--- src/rtl/core_lsu.sv ---
// rtl/core_lsu.sv - load/store unit: one req/gnt/rvalid data-memory access per START
module core_lsu #(
    parameter int unsigned TIMEOUT = 256
) (
    input  logic        CLK,
    input  logic        RST_N,
    input  logic        START,
    input  logic        I_LB,
    input  logic        I_LH,
    input  logic        I_LW,
    input  logic        I_LBU,
    input  logic        I_LHU,
    input  logic        I_FLW,
    input  logic        I_SB,
    input  logic        I_SH,
    input  logic        I_SW,
    input  logic        I_FSW,
    input  logic [31:0] ADDR,
    input  logic [31:0] WDATA,
    output logic        MEM_REQ,
    output logic        MEM_WE,
    output logic [31:0] MEM_ADDR,
    output logic [3:0]  MEM_WSTRB,
    output logic [31:0] MEM_WDATA,
    input  logic        MEM_GNT,
    input  logic        MEM_RVALID,
    input  logic [31:0] MEM_RDATA,
    output logic        BUSY,
    output logic        DONE,
    output logic [31:0] LOAD_DATA,
    output logic        MISALIGN,
    output logic        FAULT
);

    typedef enum logic [1:0] {S_IDLE, S_REQ, S_WAIT, S_FIN} state_t;

    localparam int unsigned CW       = (TIMEOUT < 2) ? 1 : $clog2(TIMEOUT + 1);
    localparam logic [31:0] TMO_LAST = (TIMEOUT == 0) ? 32'd0 : 32'(TIMEOUT - 1);

    state_t state, state_nx;

    logic          op_load, op_store, any_op;
    logic          op_byte, op_half, op_signed;
    logic          addr_mis, start_ok, tmo_hit;
    logic          fault_nx, mis_nx;
    logic [3:0]    st_strb;
    logic [31:0]   st_wdata;
    logic [7:0]    ld_byte;
    logic [15:0]   ld_half;
    logic [31:0]   load_ext;

    logic          store_q, byte_q, half_q, signed_q;
    logic [1:0]    lane_q;
    logic [CW-1:0] tmo_cnt;
    logic          mem_req_q, mem_we_q;
    logic [31:0]   mem_addr_q, mem_wdata_q, load_q;
    logic [3:0]    mem_wstrb_q;
    logic          fault_q, mis_q;

    assign op_load   = I_LB | I_LH | I_LW | I_LBU | I_LHU | I_FLW;
    assign op_store  = I_SB | I_SH | I_SW | I_FSW;
    assign any_op    = op_load | op_store;
    assign op_byte   = I_LB | I_LBU | I_SB;
    assign op_half   = I_LH | I_LHU | I_SH;
    assign op_signed = I_LB | I_LH;
    assign addr_mis  = (op_half & ADDR[0]) |
                       (~op_byte & ~op_half & (ADDR[1:0] != 2'b00));
    assign start_ok  = START & any_op & (state == S_IDLE);

    // Counter is zero in the first REQ cycle, so the TIMEOUT-th REQ/WAIT cycle sees TIMEOUT-1.
    assign tmo_hit = (TIMEOUT != 0) && ({{(32-CW){1'b0}}, tmo_cnt} >= TMO_LAST);

    always_ff @(posedge CLK) begin
        if (!RST_N) begin
            state <= S_IDLE;
        end else begin
            state <= state_nx;
        end
    end

    always_comb begin
        state_nx = state;
        fault_nx = 1'b0;
        mis_nx   = 1'b0;
        case (state)
            S_IDLE: begin
                if (start_ok) begin
                    if (addr_mis) begin
                        state_nx = S_FIN;
                        mis_nx   = 1'b1;
                    end else begin
                        state_nx = S_REQ;
                    end
                end
            end
            S_REQ: begin
                if (MEM_GNT) begin
                    state_nx = store_q ? S_FIN : S_WAIT;
                end else if (tmo_hit) begin
                    state_nx = S_FIN;
                    fault_nx = 1'b1;
                end
            end
            S_WAIT: begin
                if (MEM_RVALID) begin
                    state_nx = S_FIN;
                end else if (tmo_hit) begin
                    state_nx = S_FIN;
                    fault_nx = 1'b1;
                end
            end
            S_FIN:   state_nx = S_IDLE;
            default: state_nx = S_IDLE;
        endcase
    end

    always_comb begin
        BUSY = (state != S_IDLE);
        DONE = (state == S_FIN);
    end

    always_comb begin
        st_strb  = 4'b0000;
        st_wdata = 32'h0;
        if (op_store) begin
            if (op_byte) begin
                st_wdata = {4{WDATA[7:0]}};
                st_strb  = 4'b0001 << ADDR[1:0];
            end else if (op_half) begin
                st_wdata = {2{WDATA[15:0]}};
                st_strb  = ADDR[1] ? 4'b1100 : 4'b0011;
            end else begin
                st_wdata = WDATA;
                st_strb  = 4'b1111;
            end
        end
    end

    always_comb begin
        case (lane_q)
            2'd0:    ld_byte = MEM_RDATA[7:0];
            2'd1:    ld_byte = MEM_RDATA[15:8];
            2'd2:    ld_byte = MEM_RDATA[23:16];
            default: ld_byte = MEM_RDATA[31:24];
        endcase
        ld_half = lane_q[1] ? MEM_RDATA[31:16] : MEM_RDATA[15:0];
        if (byte_q) begin
            load_ext = {{24{signed_q & ld_byte[7]}}, ld_byte};
        end else if (half_q) begin
            load_ext = {{16{signed_q & ld_half[15]}}, ld_half};
        end else begin
            load_ext = MEM_RDATA;
        end
    end

    always_ff @(posedge CLK) begin
        if (!RST_N) begin
            store_q     <= 1'b0;
            byte_q      <= 1'b0;
            half_q      <= 1'b0;
            signed_q    <= 1'b0;
            lane_q      <= 2'b00;
            tmo_cnt     <= '0;
            mem_req_q   <= 1'b0;
            mem_we_q    <= 1'b0;
            mem_addr_q  <= 32'h0;
            mem_wstrb_q <= 4'b0000;
            mem_wdata_q <= 32'h0;
            load_q      <= 32'h0;
            fault_q     <= 1'b0;
            mis_q       <= 1'b0;
        end else begin
            mem_req_q <= (state_nx == S_REQ);
            fault_q   <= fault_nx;
            mis_q     <= mis_nx;
            if (start_ok) begin
                store_q  <= op_store;
                byte_q   <= op_byte;
                half_q   <= op_half;
                signed_q <= op_signed;
                lane_q   <= ADDR[1:0];
                tmo_cnt  <= '0;
                // A misaligned access never reaches the bus, so the bus view is left as it was.
                if (!addr_mis) begin
                    mem_we_q    <= op_store;
                    mem_addr_q  <= {ADDR[31:2], 2'b00};
                    mem_wstrb_q <= st_strb;
                    mem_wdata_q <= st_wdata;
                end
            end else if (state == S_REQ || state == S_WAIT) begin
                tmo_cnt <= tmo_cnt + CW'(1);
            end
            if (state == S_WAIT && MEM_RVALID) begin
                load_q <= load_ext;
            end
        end
    end

    assign MEM_REQ   = mem_req_q;
    assign MEM_WE    = mem_we_q;
    assign MEM_ADDR  = mem_addr_q;
    assign MEM_WSTRB = mem_wstrb_q;
    assign MEM_WDATA = mem_wdata_q;
    assign LOAD_DATA = load_q;
    assign MISALIGN  = mis_q;
    assign FAULT     = fault_q;

endmodule

--- config.mk ---
export PLATFORM = sky130hd
export DESIGN_NAME = core_lsu
export DESIGN_NICKNAME = d
export VERILOG_FILES = /design/src/rtl/core_lsu.sv
export SDC_FILE = /design/constraint.sdc
export NUM_CORES = 1
export LEC_CHECK = 0
export ABC_AREA = 1
export BUFFER_PORTS_ARGS = -buffer_cell sky130_fd_sc_hd__buf_2
export CAP_MARGIN = 20
export CORE_UTILIZATION = 39
export DETAILED_ROUTE_END_ITERATION = 6
export PLACE_DENSITY = 0.74
export RECOVER_POWER = 25
export SYNTH_ARGS = -nofsm -noshare
export SYNTH_HDL_FRONTEND = slang
export SYNTH_SLANG_ARGS = --single-unit
--- constraint.sdc ---
create_clock -name CLK -period 4.52 [get_ports CLK]
set_input_delay 0.226 -clock CLK [delete_from_list [all_inputs] [get_ports CLK]]
set_output_delay 0.226 -clock CLK [all_outputs]
set_load 0.005 [all_outputs]
; ---- Word level (Yosys, flattened, before mapping)
; Cells that the tools add are included.
[totals]
register_bits = 119
latch_bits = 0
ram_bits = 0
rom_bits = 0
out_inout_bits = 106
mem_count = 0
[op_classes]
n_addsub = 1
multipliers = 0
n_div = 0
n_lt_le_gt_ge = 1
n_eq_ne = 6
n_shift = 1
mux = 23
bitwise_logic = 25
n_reduce_logical = 9
[op_table]
columns = op, n
row1 = $mux W32, 5
row2 = $pmux W8 S3, 1
row3 = $mux W16, 1
row4 = $mux W4, 4
row5 = $or A1 B1 Y1, 14
row6 = $mux W2, 5
row7 = $add A9 B1 Y9 const B, 1
row8 = $ge A9 B8 Y1 const B, 1
row9 = $pmux W2 S4, 1
row10 = $and A1 B1 Y1, 7
row11 = $eq A2 B1 Y1 const B, 3
row12 = $eq A2 B2 Y1 const B, 3
row13 = $mux W1, 5
row14 = $logic_not A2 Y1, 2
row15 = $not A1 Y1, 4
row16 = $reduce_bool A2 Y1, 2
row17 = $shl A1 B2 Y4 const A, 1
row18 = $reduce_and A3 Y1, 1
row19 = $pmux W1 S2, 1
row20 = $reduce_and A2 Y1, 1
row21 = $reduce_or A2 Y1, 1
row22 = $logic_and A1 B1 Y1, 1
row23 = $logic_or A1 B1 Y1, 1

; ---- Logic depth before layout (Yosys ltp)
[logic_depth]
word_depth = 11
ltp_mapped = 11
mapped_depth_nobuf = 10

; ---- Least setup slack after synthesis
; OpenSTA, ideal clock, no wires.
[synth_timing]
path_kind = reg2reg
start = register state[1]
end = register tmo_cnt[7]
setup_time_ns = 0.117
arrival_ns = 1.451
required_time_ns = 4.403
setup_slack_ns = 2.952
path_stages_with_launch = 8
n_path_buf = 0
synth_period_minus_slack_ns = 1.568
path_cell_list = dfxtp_1 > inv_1 > ha_1 > inv_1 > nor3_1 > nand3_1 > xor2_1 > nor2_1
[synth_via]
elab_chain_cells = 3
elab_cells_between_ends = 6
[synth_lines]
columns = item, line_no
row1 = from (decl), 40  ; state_t state, state_nx;
row2 = from (signal assigned), 77  ; state <= state_nx;
row3 = $logic_not A2 Y1, 68  ; assign start_ok = START & any_op & (state == S_IDLE);
row4 = $and A1 B1 Y1, 68
row5 = $reduce_or A2 Y1 (no source line), n/a
row6 = to (signal assigned), 191  ; tmo_cnt <= tmo_cnt + CW'(1);
row7 = to (decl), 54  ; logic [CW-1:0] tmo_cnt;
; Several ways; a longest one is shown, not always the timed one.
; A chain may end at the register's enable or synchronous reset.

; ---- Worst setup path after layout
[layout_timing]
start = register byte_q
end = register load_q[22], in the netlist LOAD_DATA[22]
[layout_via]
elab_chain_cells = 1
[layout_lines]
columns = item, line_no
row1 = from (decl), 52  ; logic store_q, byte_q, half_q, signed_q;
row2 = from (signal assigned), 178  ; byte_q <= op_byte;
row3 = $mux W32, 147  ; if (byte_q) begin
row4 = to (signal assigned), 194  ; load_q <= load_ext;
row5 = to (decl), 56  ; logic [31:0] mem_addr_q, mem_wdata_q, load_q;
; No other way between the ends.

==> metrics.txt <==
# TYPE chip_impl_metric gauge
chip_impl_info{name="run_status",value="complete, no violations"} 1
chip_impl_metric{name="post-place-ws",unit="ns"} 2.05
chip_impl_metric{name="fin_setup_tns",unit="ns"} 0
chip_impl_metric{name="core-area",unit="sq mm"} 0.0140
chip_impl_metric{name="routed_wire_length_per_instance",unit="microns"} 14.5
chip_impl_info{name="worst_hold_path_type",value="input port to register"} 1
chip_impl_metric{name="fmax",unit="GHz"} 0.405
chip_impl_metric{name="tightest_slew",unit="ns"} 0.969
chip_impl_metric{name="place_congestion",unit=""} 0.865
chip_impl_metric{name="grt_antenna_before_repair",unit=""} 0
chip_impl_metric{name="final-max-slew-violation-count",unit=""} 0
chip_impl_info{name="netlist_top_cells_area",value="dfxtp_1 42%, nand2_1 17%, a21oi_1 10%, nor2_1 6.1%, o21ai_0 6.1%"} 1
chip_impl_metric{name="cp_data_required_time",unit="ns"} 4.87
chip_impl_metric{name="routed_via_density",unit=""} 5.02
chip_impl_metric{name="detail-route-antenna-nets",unit=""} 0
chip_impl_metric{name="share_of_post_route_cells_with_drive_strength_above_1",unit="%"} 22.3
chip_impl_info{name="critical_path.endpoint_type",value="register"} 1
chip_impl_metric{name="remaining_drc_errors",unit=""} 0
chip_impl_metric{name="htreeDepth",unit=""} 4
chip_impl_metric{name="synthDistinctLibCells",unit=""} 32
chip_impl_metric{name="finalCoreUtilization",unit="%"} 52.3
chip_impl_metric{name="vias_in_the_first_global_route",unit=""} 5462
chip_impl_metric{name="regArea",unit="sq mm"} 0.00238
chip_impl_metric{name="clock_insertion_delay_worst_skew",unit="ns"} 0.42
chip_impl_metric{name="synth_largest_type_area_fraction",unit="%"} 41.8
chip_impl_metric{name="hpwl",unit="microns"} 12700
chip_impl_info{name="tritoncts",value="built"} 1
chip_impl_metric{name="area_growth_syn_to_layout",unit="%"} 29.1
chip_impl_metric{name="worst_setup_hold_path_clk_slew",unit="ns"} 0.06
chip_impl_metric{name="drt_iter0_markers",unit=""} 490
chip_impl_metric{name="min_period_over_period",unit="%"} 54.6
chip_impl_info{name="holdCritStartpoint",value="ADDR[30]"} 1
chip_impl_info{name="layout.cells.most_common",value="nand2_1"} 1
chip_impl_metric{name="syn_area",unit="sq mm"} 0.00569
chip_impl_metric{name="postSynthAreaPerCell",unit="sq um"} 6.74
chip_impl_metric{name="die_w",unit="microns"} 123
chip_impl_info{name="rr_startpoint",value="byte_q"} 1
chip_impl_metric{name="power_leakage",unit="nW"} 3.52
chip_impl_info{name="critical_path.startpoint",value="byte_q"} 1
chip_impl_metric{name="max_slew_margin",unit="%"} 35.3
chip_impl_metric{name="finalInstanceArea",unit="sq mm"} 0.00735
chip_impl_info{name="final_cell_mix",value="256 x nand2_1, 181 x buf_2, 119 x dfxtp_1"} 1
chip_impl_metric{name="multi_input_comb_area",unit="sq mm"} 0.00285
chip_impl_info{name="criticalPathCategory",value="register to register"} 1
chip_impl_metric{name="vias",unit=""} 6149
chip_impl_info{name="yosysTopAreaCell",value="dfxtp_1"} 1
chip_impl_metric{name="cts_resized",unit=""} 0
chip_impl_info{name="start_kind",value="register"} 1
chip_impl_metric{name="finalSetupViolCount",unit=""} 0
chip_impl_metric{name="layout.filler_cells",unit=""} 1414
chip_impl_metric{name="post-cts-setup-buffer-count",unit=""} 0
chip_impl_metric{name="floorplan.die_area",unit="sq mm"} 0.0151
chip_impl_metric{name="finClkSkew",unit="ns"} 0.00923
chip_impl_metric{name="critical_path_arrival",unit="ns"} 2.82
chip_impl_metric{name="core.rowCount",unit=""} 43
chip_impl_metric{name="design.final.nets",unit=""} 1151
chip_impl_metric{name="die_h",unit="microns"} 123
chip_impl_metric{name="ctsHoldBuffers",unit=""} 0
chip_impl_metric{name="global_route.usage.total",unit="%"} 23.8
chip_impl_metric{name="synth.yosys.seq_area_share",unit="%"} 41.8
chip_impl_metric{name="buffer_ports.inserted",unit=""} 214
chip_impl_metric{name="numClockSinks",unit=""} 119
chip_impl_metric{name="n_antenna_cell",unit=""} 0
chip_impl_metric{name="floorplan.initialDensity",unit="%"} 40.6
chip_impl_metric{name="setup_slack",unit="ns"} 2.05
chip_impl_metric{name="final.hold.worst_slack",unit="ns"} 0.0422
chip_impl_info{name="root_buffer",value="clkbuf_16"} 1
chip_impl_metric{name="ioPinCount",unit=""} 217
chip_impl_info{name="rsz_0062_raised_after_global_routing",value="no"} 1
chip_impl_metric{name="grt_pass1_wl",unit="microns"} 27500
chip_impl_metric{name="globalRouteOverflowTotal",unit=""} 0
chip_impl_metric{name="finalCriticalPeriod",unit="ns"} 2.47
chip_impl_metric{name="placement.cell_area",unit="sq mm"} 0.00678
chip_impl_metric{name="synth.yosys.warnings",unit=""} 0
chip_impl_metric{name="worst-path-max-fanout",unit=""} 31
chip_impl_metric{name="drv_cap",unit=""} 0
chip_impl_metric{name="clk_path_buf_depth",unit=""} 2
chip_impl_metric{name="postSynthRegisterBits",unit=""} 119
chip_impl_metric{name="tritoncts.num_buffers",unit=""} 17
chip_impl_metric{name="p_per_area",unit="mW/mm^2"} 490
chip_impl_metric{name="max-vdd-ir-drop",unit="uV"} 288
chip_impl_metric{name="postSynthCellCount",unit=""} 845
chip_impl_metric{name="detailed_route_wire_length",unit="microns"} 17800
chip_impl_metric{name="dr.pass1.iters",unit=""} 5
chip_impl_metric{name="grt_start_max_net_pins",unit=""} 76
chip_impl_metric{name="hold_viol_final",unit=""} 0
[layer usage]
metal | up-vias | part of all wire (%) | global-route usage (%)
li1 | 3114 | - | -
met1 | 2795 | 45 | 30.6
met2 | 214 | 48 | 37.9
met3 | 26 | 5.8 | 6.23
met4 | 0 | 1.8 | 9.30
met5 | - | 0 | 0
[report_power, final]
group          internal (mW)  switching (mW)
registers               1.20           0.115
logic                  0.336           0.560
clock network          0.884           0.509
[registers in the layout, indices dropped and copies added, names as in the netlist, 2 cells and up]
| register | cells |
|---|---|
| tmo_cnt | 9 |
| MEM_WSTRB | 4 |
| state | 2 |
| lane_q | 2 |
| MEM_WDATA | 32 |
| MEM_ADDR | 30 |
| LOAD_DATA | 32 |
[cells by family (layout without fill, tap and decap cells)]
group	Yosys count	in the layout	share of synthesized area, %
AOI/OAI and AO/OA	207	207	19.0
buffers and inverters	106	306	8.15
adders and majority gates	7	7	1.54
other	1	2	0.0659
DFF	119	119	41.8
xor gates and xnor gates	5	5	0.769
and+or+nand+nor	400	400	28.7
[final cells by class]
class	count	area share, %
Multi-Input combinational cell	621	38.8
Sequential cell	119	32.4
Timing Repair Buffer	217	14.5
Clock buffer	18	5.97
Tap cell	180	3.06
Inverter	57	2.91
Clock inverter	14	2.37
[through the flow]
step | total power, mW | instances
2_1_floorplan | 1.92 | 846
3_3_place_gp | 2.22 | 1193
3_5_place_dp | 2.24 | 1194
4_1_cts | 3.64 | 1226
5_1_grt | 3.83 | 1226
6_report | 3.61 | 1226
[worst max-delay path, stage by stage, from the launching register on]
cell and delay, ns:
dfxtp_1 0.96, inv_1 0.39, a31oi_1 0.32, nand3_2 0.24, nand2_2 0.32, nor2_1 0.08
nor2_1 0.09
[cells in the mapped netlist (all sizes together)]
| library cell | n |
|---|---|
| clkbuf | 26 |
| nand4 | 9 |
| and3b | 1 |
| a21oi | 115 |
| nand3 | 30 |
| a41oi | 1 |
| nand2 | 260 |
| ha | 7 |
| a21o | 1 |
| o211ai | 6 |
| o21ai | 69 |
| a31oi | 10 |
| xor2 | 4 |
| clkinv | 3 |
| inv | 54 |
| nor3 | 3 |
| conb | 1 |
| or2 | 1 |
| buf | 23 |
| dfxtp | 119 |
| nor2 | 96 |
| xnor2 | 1 |
| o22ai | 5 |
[final timing paths]
| path | endpoint | slack [ns] | depth (start not counted) |
|---|---|---|---|
| worst max-delay path | LOAD_DATA[22] | 2.05 | 6 |
| worst min-delay path | MEM_ADDR[30] | 0.04 | 3 |
| worst max register to register | LOAD_DATA[22] | 2.05 | 6 |
| worst min register to register | MEM_ADDR[15] | 0.46 | 2 |
Note: power is estimated with default switching activity, not from simulation.
